File: config.mk
export PLATFORM = sky130hd
export DESIGN_NAME = rr_enc_arbiter_flat
export DESIGN_NICKNAME = d
export VERILOG_FILES = /design/src/rtl/rr_enc_arbiter_if.sv /design/src/rtl/rr_enc_arbiter.sv /design/src/flat_wrapper.sv
export SDC_FILE = /design/constraint.sdc
export NUM_CORES = 1
export LEC_CHECK = 0
export ABC_CLOCK_PERIOD_IN_PS = 1850
export CAP_MARGIN = 0
export CORE_UTILIZATION = 48
export CTS_CLUSTER_DIAMETER = 200
export DETAILED_ROUTE_END_ITERATION = 16
export PLACE_DENSITY = 0.81
export SLEW_MARGIN = 20
export SYNTH_ARGS = -nofsm -noshare
export SYNTH_HDL_FRONTEND = slang
export SYNTH_SLANG_ARGS = --single-unit
File: constraint.sdc
create_clock -name clk -period 1.85 [get_ports clk]
set_input_delay 0.4625 -clock clk [delete_from_list [all_inputs] [get_ports clk]]
set_output_delay 0.4625 -clock clk [all_outputs]
set_load 0.005 [all_outputs]
File: src/rtl/rr_enc_arbiter_if.sv
// Request/grant bundle between the requesters and the round-robin encoded arbiter.
interface rr_enc_arbiter_if;
    logic [3:0] req;
    logic [3:0] grant;
    logic [1:0] grant_idx;
    logic       grant_valid;

    modport master (
        output req,
        input  grant,
        input  grant_idx,
        input  grant_valid
    );

    modport slave (
        input  req,
        output grant,
        output grant_idx,
        output grant_valid
    );
endinterface

File: src/rtl/rr_enc_arbiter.sv
// Round-robin arbiter for 4 requesters: registered one-hot grant plus its 2-bit index,
// hold-limited ownership and a mandatory idle bubble between consecutive owners.
module rr_enc_arbiter #(
    parameter int unsigned HOLD_MAX = 8,
    parameter int unsigned CNT_W    = 4
) (
    input logic             clk,
    input logic             rst,
    rr_enc_arbiter_if.slave bus
);

    typedef enum logic {
        IDLE = 1'b0,
        BUSY = 1'b1
    } state_t;

    state_t           state_q, state_d;
    logic [1:0]       ptr_q, ptr_d;
    logic [CNT_W-1:0] cnt_q, cnt_d;
    logic [3:0]       grant_q, grant_d;
    logic [1:0]       idx_q, idx_d;

    logic             found;
    logic [1:0]       sel;
    logic [1:0]       cand;

    always_ff @(posedge clk) begin
        if (rst) begin
            state_q <= IDLE;
            ptr_q   <= '0;
            cnt_q   <= '0;
            grant_q <= '0;
            idx_q   <= '0;
        end else begin
            state_q <= state_d;
            ptr_q   <= ptr_d;
            cnt_q   <= cnt_d;
            grant_q <= grant_d;
            idx_q   <= idx_d;
        end
    end

    always_comb begin
        state_d = state_q;
        ptr_d   = ptr_q;
        cnt_d   = cnt_q;
        grant_d = grant_q;
        idx_d   = idx_q;
        found   = 1'b0;
        sel     = ptr_q;
        cand    = ptr_q;

        // First set request at or after the pointer, wrapping modulo 4.
        for (int unsigned k = 0; k < 4; k++) begin
            cand = ptr_q + 2'(k);
            if (!found && bus.req[cand]) begin
                found = 1'b1;
                sel   = cand;
            end
        end

        unique case (state_q)
            IDLE: begin
                if (found) begin
                    grant_d = 4'b0001 << sel;
                    idx_d   = sel;
                    cnt_d   = '0;
                    state_d = BUSY;
                end
            end
            BUSY: begin
                if (!bus.req[idx_q] || (cnt_q == CNT_W'(HOLD_MAX - 1))) begin
                    grant_d = '0;
                    idx_d   = '0;
                    ptr_d   = idx_q + 2'd1;
                    state_d = IDLE;
                end else begin
                    cnt_d = cnt_q + 1'b1;
                end
            end
            default: state_d = IDLE;
        endcase
    end

    assign bus.grant       = grant_q;
    assign bus.grant_idx   = idx_q;
    assign bus.grant_valid = |grant_q;

endmodule
File: src/flat_wrapper.sv
// flat-port wrapper written by rule: the top's interface ports become plain ports
module rr_enc_arbiter_flat 
#(
    parameter int unsigned HOLD_MAX = 8,
    parameter int unsigned CNT_W    = 4
)
  (clk, rst, bus_req, bus_grant, bus_grant_idx, bus_grant_valid);
  rr_enc_arbiter_if bus_i ();
  input logic clk;
  input logic rst;
  input wire logic [$bits(bus_i.req)-1:0] bus_req;
  output wire logic [$bits(bus_i.grant)-1:0] bus_grant;
  output wire logic [$bits(bus_i.grant_idx)-1:0] bus_grant_idx;
  output wire logic [$bits(bus_i.grant_valid)-1:0] bus_grant_valid;
  assign bus_i.req = bus_req;
  assign bus_grant = bus_i.grant;
  assign bus_grant_idx = bus_i.grant_idx;
  assign bus_grant_valid = bus_i.grant_valid;
  rr_enc_arbiter #(.HOLD_MAX(HOLD_MAX), .CNT_W(CNT_W)) u_core (.clk(clk), .rst(rst), .bus(bus_i));
endmodule
==> insert_results.sql, run 1 <==
INSERT INTO impl_metrics (metric_group, metric, value, unit) VALUES
('setup_path', 'timing_worst_setup_path_type', 'input port to flip-flop', ''),
('routing', 'route.detailed.vias_per_inst', '5.95', ''),
('flow_run', 'max_cap_viol_count', '0', ''),
('status', 'run_status', 'completed', ''),
('setup_path', 'reg2reg_from', 'u_core.bus.grant_idx[0]$_SDFFE_PP0P_', ''),
('timing', 'finalWorstPathRequiredPeriod', '1.80', 'ns'),
('setup_path', 'timing.critical_path.from_type', 'input port', ''),
('synth', 'synth_area_in_compound_gates', '0.277', ''),
('setup_path', 'worstReg2RegEnd', 'u_core.bus.grant_idx[0]$_SDFFE_PP0P_', ''),
('floorplanning', 'core', '1280', 'um^2'),
('synth', 'synthMuxAreaShare', '0.0340', ''),
('timing', 'totalNegativeSetupSlack', '0', 'ns'),
('worst_hold_path', 'worst_hold_path.num_cells', '2', ''),
('synth', 'avg_inst_size_synth', '9.47', 'um^2'),
('layout', 'final_common_cell', 'dfxtp_1', ''),
('synth', 'synth_largest_area_cell', 'dfxtp_1', ''),
('floorplanning', 'floorplan.io_pins', '13', ''),
('synth', 'synth_edf_count', '0', ''),
('setup_path', 'cp_max_fo', '6', ''),
('timing', 'finalMaxSlewViolations', '0', ''),
('timing', 'fmaxAchievable', '0.555', 'GHz'),
('synth', 'synth.lib_cells_used.distinct', '32', ''),
('timing', 'finalHoldWorstSlack', '0.492', 'ns'),
('routing', 'first_iter_violations', '32', ''),
('worst_hold_path', 'hp-start', 'u_core.cnt_q[1]$_SDFFE_PP0P_', ''),
('clocking', 'ctsHoldBuffers', '0', ''),
('routing', 'final_antenna_net_count', '0', ''),
('setup_path', 'crit_arrival', '1.97', 'ns'),
('synth', 'synth_flop_cell', 'dfxtp_1', ''),
('routing', 'post-route-drc-count', '0', ''),
('place', 'port-buffer-count', '12', ''),
('global_routing', 'grt_remaining_overflow', '0', ''),
('timing', 'timing.final.hold_violations', '0', ''),
('routing', 'wire_per_inst', '13.9', 'um'),
('setup_path', 'worst-r2r-setup-slack', '0.26', 'ns'),
('synth', 'synth_simple_gate_area_share', '0.232', ''),
('global_routing', 'grt_max_degree', '8', ''),
('place', 'gp_congestion', '0.736', ''),
('power_and_ir_drop', 'max-vdd-ir-drop', '0.396', 'mV'),
('routing', 'first_pass_iters', '4', ''),
('synth', 'ys.warnings.count', '0', ''),
('timing', 'timing.slew.headroom', '0.774', ''),
('layout', 'final_design_area_no_fill', '903', 'um^2'),
('power_and_ir_drop', 'p_total', '0.000674', 'W'),
('clocking', 'clk_pin_slew_worst_paths', '0.07', 'ns'),
('layout', 'num-nets-final', '103', ''),
('routing', 'route.final.wire_length', '1530', 'um'),
('timing', 'clock-skew-final', '0.00768', 'ns'),
('power_and_ir_drop', 'power_per_cell_area', '746', 'nW/um^2'),
('layout', 'layout.core_utilization', '0.703', ''),
('synth', 'syn-instance-count', '70', ''),
('power_and_ir_drop', 'power_frac_clock', '0.259', ''),
('setup_path', 'ff2ff_path_depth', '4', ''),
('synth', 'synth.cell_area', '663', 'um^2'),
('floorplanning', 'die_h', '39.2', 'um'),
('floorplanning', 'floorplan.die_area', '1530', 'um^2'),
('setup_path', 'worst-endpoint-required', '2.02', 'ns'),
('place', 'postPlaceCellArea', '872', 'um^2'),
('timing', 'unrepaired_setup_endpoints_after_global_routing', 'false', ''),
('global_routing', 'overall_track_demand_over_capacity_in_global_routing', '0.240', ''),
('floorplanning', 'placementRows', '13', ''),
('layout', 'area.growth.synth_to_final', '36.2', '%'),
('worst_hold_path', 'holdCritPathClass', 'flip-flop to flip-flop', ''),
('floorplanning', 'die_w', '39.2', 'um'),
('clocking', 'clock-sinks', '13', ''),
('floorplanning', 'floorplan.initialDensity', '0.516', ''),
('clocking', 'cts_buffers', '3', ''),
('layout', 'mostFrequentLayoutCells', '12 x dfxtp_1, 10 x clkdlybuf4s50_1, 10 x buf_4, 6 x a21oi_1, 5 x nor2_1', ''),
('layout', 'antenna_cells', '0', ''),
('synth', 'synthesis.nets', '77', ''),
('power_and_ir_drop', 'total_leakage_power', '0.352', 'nW');
worst max-delay path by stage:
| stage | start | endpoint | slack [ns] | cells after the start |
|---|---|---|---|---|
| 6_report | bus_req[1] | u_core.bus.grant_idx[0]$_SDFFE_PP0P_ | 0.05 | 5 |
| 5_1_grt | bus_req[3] | u_core.bus.grant[1]$_SDFFE_PP0P_ | 0.006 | 5 |
| 4_1_cts | u_core.bus.grant[0]$_SDFFE_PP0P_ | bus_grant_valid | 0.02 | 2 |
| 3_5_place_dp | bus_req[0] | u_core.bus.grant_idx[0]$_SDFFE_PP0P_ | -0.23 | 5 |
| 3_3_place_gp | bus_req[0] | u_core.bus.grant_idx[0]$_SDFFE_PP0P_ | -0.21 | 5 |
| 2_1_floorplan | u_core.bus.grant_idx[0]$_SDFFE_PP0P_ | u_core.bus.grant_idx[0]$_SDFFE_PP0P_ | 0.25 | 4 |
final cells by class:
class / instances / area, um^2
inverter: 2 / 7.51
fill: 100 / 382
sequential: 13 / 262
clock buffer: 4 / 26.3
multi-input combinational: 54 / 397
tap: 15 / 18.8
timing repair buffer: 22 / 193
stage by stage:
step	cells	setup WS (ns)
global route	110	0.00623
finish	110	0.0471
global placement	106	-0.206
floorplan	70	0.247
detailed placement	106	-0.229
CTS	110	0.0246
logic make-up (layout without fill, tap and decap cells):
logic type      after synthesis  after routing
flops                        13             13
xor+xnor                      2              2
buf+inv                       3             28
mux                           1              1
compound gates               24             24
fa+ha+maj                     1              1
simple gates                 26             26
metal layers:
layer  track usage  part of all wire  vias to the layer above
met2         0.433              0.51                       19
li1              -                 -                      320
met3        0.0520             0.049                        2
met4         0.103            0.0092                        0
met5             0                 0                        -
met1         0.265              0.43                      314
synthesized netlist by cell type (2+ instances only):
cell type and count:
a21oi_1 6, nand3_1 3, dfxtp_1 13, inv_1 2
nor2_1 5, or2_2 2, nor2b_1 4, a32o_1 4
o21ai_0 4, nand2_1 3, a22o_1 2, a211oi_1 2
power groups by stage:
stage / combinational, W / sequential, W / clock [W]
after CTS: 0.000178 / 0.000324 / 0.000182
after global placement: 0.000176 / 0.000328 / 0
after global routing: 0.000192 / 0.000326 / 0.000197
final: 0.000175 / 0.000324 / 0.000175
after floorplan: 0.0000922 / 0.000325 / 0
after detailed placement: 0.000179 / 0.000329 / 0
critical path: stages:
cell and delay [ns]:
clkdlybuf4s50_1 0.43, mux4_2 0.53, a21boi_4 0.24, nor3_4 0.07
a22o_1 0.23
registers in the layout, indices dropped and copies added (netlist names):
| signal | cells |
|---|---|
| u_core.bus.grant | 4 |
| u_core.cnt_q | 4 |
| u_core.bus.grant_idx | 2 |
| u_core.ptr_q | 2 |
| u_core.state_q | 1 |
what timing repair did:
item                                    CTS  global route
setup buffers                             0             0
endpoints found under the setup margin    1             7
gates resized for setup                   3             4
gates cloned                              0             0
pin swaps                                 0             1
Note: power is estimated with default switching activity, not from simulation.
==> run 2, diff against run 1 <==
--- a/config.mk
+++ b/config.mk
@@ -10,6 +10,7 @@
 export CORE_UTILIZATION = 48
 export CTS_CLUSTER_DIAMETER = 200
 export DETAILED_ROUTE_END_ITERATION = 16
+export MAX_ROUTING_LAYER = met4
 export PLACE_DENSITY = 0.81
 export SLEW_MARGIN = 20
 export SYNTH_ARGS = -nofsm -noshare
==> results of run 2 <==
Final layout, timing and power as in run 1 (identical DEF).
Main changes from that run: final weighted congestion in routability-driven placement 0.736 -> 0.745; via count of the first global-routing pass 596 -> 595; overall routing resource usage 0.240 -> 0.246
==> run 3, diff against run 2 <==
--- a/config.mk
+++ b/config.mk
@@ -7,11 +7,12 @@
 export LEC_CHECK = 0
 export ABC_CLOCK_PERIOD_IN_PS = 1850
 export CAP_MARGIN = 0
+export CORE_MARGIN = 2
 export CORE_UTILIZATION = 48
 export CTS_CLUSTER_DIAMETER = 200
 export DETAILED_ROUTE_END_ITERATION = 16
 export MAX_ROUTING_LAYER = met4
-export PLACE_DENSITY = 0.81
+export PLACE_DENSITY_LB_ADDON = 0.08
 export SLEW_MARGIN = 20
 export SYNTH_ARGS = -nofsm -noshare
 export SYNTH_HDL_FRONTEND = slang
==> insert_results.sql, run 3 (synthesis results as in run 1) <==
INSERT INTO impl_metrics (metric_group, metric, value, unit) VALUES
('status', 'run_status', 'completed', ''),
('timing', 'unrepaired_setup_endpoints_after_global_routing', 'false', ''),
('setup_path', 'critPathCaptureType', 'primary output', ''),
('clocking', 'cts_tree', 'yes', ''),
('power_and_ir_drop', 'power_per_cell_area', '745', 'nW/um^2'),
('worst_hold_path', 'holdCritPathClass', 'flip-flop to flip-flop', ''),
('setup_path', 'reg2reg_from', 'u_core.bus.grant_idx[0]$_SDFFE_PP0P_', ''),
('timing', 'clock-skew-final', '0.00438', 'ns'),
('routing', 'route.final.wire_length', '1540', 'um'),
('place', 'hpwlAfterDp', '1170', 'um'),
('worst_hold_path', 'hp-start', 'u_core.bus.grant[2]$_SDFFE_PP0P_', ''),
('floorplanning', 'floorplan.io_pins', '13', ''),
('global_routing', 'use_met2', '0.414', ''),
('timing', 'finalMaxSlewViolations', '0', ''),
('routing', 'first_pass_iters', '4', ''),
('layout', 'final_design_area_no_fill', '908', 'um^2'),
('floorplanning', 'die_w', '41.2', 'um'),
('layout', 'post_route_cells_drive_above_1_share', '0.211', ''),
('global_routing', 'number_of_antenna_violations_at_the_first_check_in_global_routing', '0', ''),
('global_routing', 'grt_pass1_vias', '566', ''),
('floorplanning', 'placementRows', '13', ''),
('timing', 'final_min_period_over_clock_period', '0.965', ''),
('global_routing', 'grt_max_degree', '8', ''),
('clocking', 'cts.htree.levels', '1', ''),
('worst_hold_path', 'worst_hold_path.num_cells', '1', ''),
('routing', 'num_vias', '624', ''),
('routing', 'wire_per_inst', '14.0', 'um'),
('clocking', 'root_buffer', 'clkbuf_4', ''),
('setup_path', 'worst-r2r-setup-slack', '0.23', 'ns'),
('place', 'gp_congestion', '0.727', ''),
('place', 'place_worst_setup_slack', '-0.281', 'ns'),
('global_routing', 'grt_remaining_overflow', '0', ''),
('layout', 'n_fill_cell', '118', ''),
('flow_run', 'max_cap_viol_count', '0', ''),
('setup_path', 'timing_worst_setup_path_type', 'flip-flop to primary output', ''),
('timing', 'timing.final.hold_violations', '0', ''),
('power_and_ir_drop', 'max-vdd-ir-drop', '0.602', 'mV'),
('layout', 'area.growth.synth_to_final', '37.0', '%'),
('place', 'port-buffer-count', '12', ''),
('floorplanning', 'core', '1300', 'um^2'),
('place', 'dpl.cell_count', '105', ''),
('routing', 'route.detailed.vias_per_inst', '5.67', ''),
('floorplanning', 'floorplan.initialDensity', '0.510', ''),
('routing', 'first_iter_violations', '12', ''),
('setup_path', 'crit_arrival', '1.32', 'ns'),
('routing', 'final_antenna_net_count', '0', ''),
('layout', 'mostFrequentLayoutCells', '13 x dfxtp_1, 10 x buf_4, 7 x clkdlybuf4s50_1, 6 x a21oi_1, 5 x nor2_1', ''),
('floorplanning', 'die_h', '41.2', 'um'),
('routing', 'post-route-drc-count', '0', ''),
('floorplanning', 'floorplan.die_area', '1690', 'um^2'),
('global_routing', 'grt_pass1_wl', '2370', 'um'),
('global_routing', 'global_route.usage.met1', '0.230', ''),
('layout', 'antenna_cells', '0', ''),
('global_routing', 'grt_busiest_layer', 'met2', ''),
('timing', 'timing.slew.headroom', '0.764', ''),
('clocking', 'clk_pin_slew_worst_paths', '0.08', 'ns'),
('timing', 'timing.final.ws_setup', '0.0639', 'ns'),
('timing', 'final_count_of_negative_setup_slack_endpoints', '0', ''),
('layout', 'num-nets-final', '103', ''),
('timing', 'fmaxAchievable', '0.560', 'GHz'),
('global_routing', 'overall_track_demand_over_capacity_in_global_routing', '0.227', ''),
('layout', 'final_common_cell', 'dfxtp_1', ''),
('power_and_ir_drop', 'total_leakage_power', '0.379', 'nW'),
('worst_hold_path', 'timing.hold.worst_endpoint', 'u_core.bus.grant[2]$_SDFFE_PP0P_', ''),
('timing', 'finalWorstPathRequiredPeriod', '1.79', 'ns'),
('setup_path', 'worst-endpoint-required', '1.39', 'ns'),
('setup_path', 'cp_max_fo', '3', ''),
('setup_path', 'timing.critical_path.from_type', 'flip-flop', ''),
('setup_path', 'worstReg2RegEnd', 'u_core.bus.grant_idx[0]$_SDFFE_PP0P_', ''),
('clocking', 'clkLatencyLatePin', '0.28', 'ns'),
('layout', 'layout.core_utilization', '0.698', ''),
('clocking', 'cts.path.max_buffers', '2', ''),
('layout', 'finish.cell_count_without_fillers', '110', ''),
('global_routing', 'globalRouteMet3Util', '0.0978', ''),
('place', 'postPlaceCellArea', '865', 'um^2'),
('setup_path', 'ff2ff_path_depth', '4', ''),
('clocking', 'cts_buffers', '3', ''),
('clocking', 'clock-sinks', '13', ''),
('timing', 'tightest_slew', '0.350', 'ns');
==> run 3: how the worst max path moves through the flow <==
stage | start | slack (ns) | to | cells past startpoint
finish | u_core.bus.grant[0]$_SDFFE_PP0P_ | 0.06 | bus_grant_valid | 2
floorplan | u_core.bus.grant_idx[0]$_SDFFE_PP0P_ | 0.25 | u_core.bus.grant_idx[0]$_SDFFE_PP0P_ | 4
global route | u_core.bus.grant[0]$_SDFFE_PP0P_ | 0.006 | bus_grant_valid | 2
CTS | u_core.bus.grant[0]$_SDFFE_PP0P_ | 0.001 | bus_grant_valid | 2
global placement | bus_req[0] | -0.23 | u_core.bus.grant_idx[0]$_SDFFE_PP0P_ | 5
detailed placement | bus_req[3] | -0.28 | u_core.bus.grant_idx[0]$_SDFFE_PP0P_ | 5
==> run 3: metrics by stage <==
step | hold WS, ns | total power [W] | TNS [ns]
6_report | 0.507 | 0.000676 | 0
5_1_grt | 0.530 | 0.000713 | 0
4_1_cts | 0.512 | 0.000679 | 0
3_5_place_dp | 0.488 | 0.000504 | -2.44
3_3_place_gp | 0.471 | 0.000500 | -1.98
2_1_floorplan | 0.460 | 0.000418 | 0
==> run 3: routing by layer <==
layer / part of all wire / wire length [um]
met1: 0.43 / 660
met2: 0.53 / 826
met3: 0.032 / 50
met4: 0.0039 / 6
met5: 0 / 0
==> run 3: critical path, stage by stage (launching register included) <==
cell and delay [ns]:
dfxtp_1 0.33, or4_1 0.51, clkdlybuf4s15_1 0.21
==> run 3: cell type report <==
type                       count  area, um^2  share of cell area
multi-input combinational     54         390               0.430
timing repair buffer          22         205               0.226
tap                           15        18.8              0.0207
sequential                    13         260               0.287
inverter                       2        7.51             0.00826
clock buffer                   4        26.3              0.0289
==> run 3: timing repair <==
action	CTS	global route
pin swaps	0	1
resized for setup	1	5
hold buffers	0	0
setup endpoints to repair	1	6
setup buffers	0	1
==> run 3: power by group <==
part	switching (W)	leakage (nW)	internal, W	total (W)
registers	0.0000220	0.106	0.000300	0.000322
logic	0.0000756	0.258	0.000101	0.000176
clock network	0.0000944	0.0150	0.0000836	0.000178
total	0.000192	0.379	0.000484	0.000676
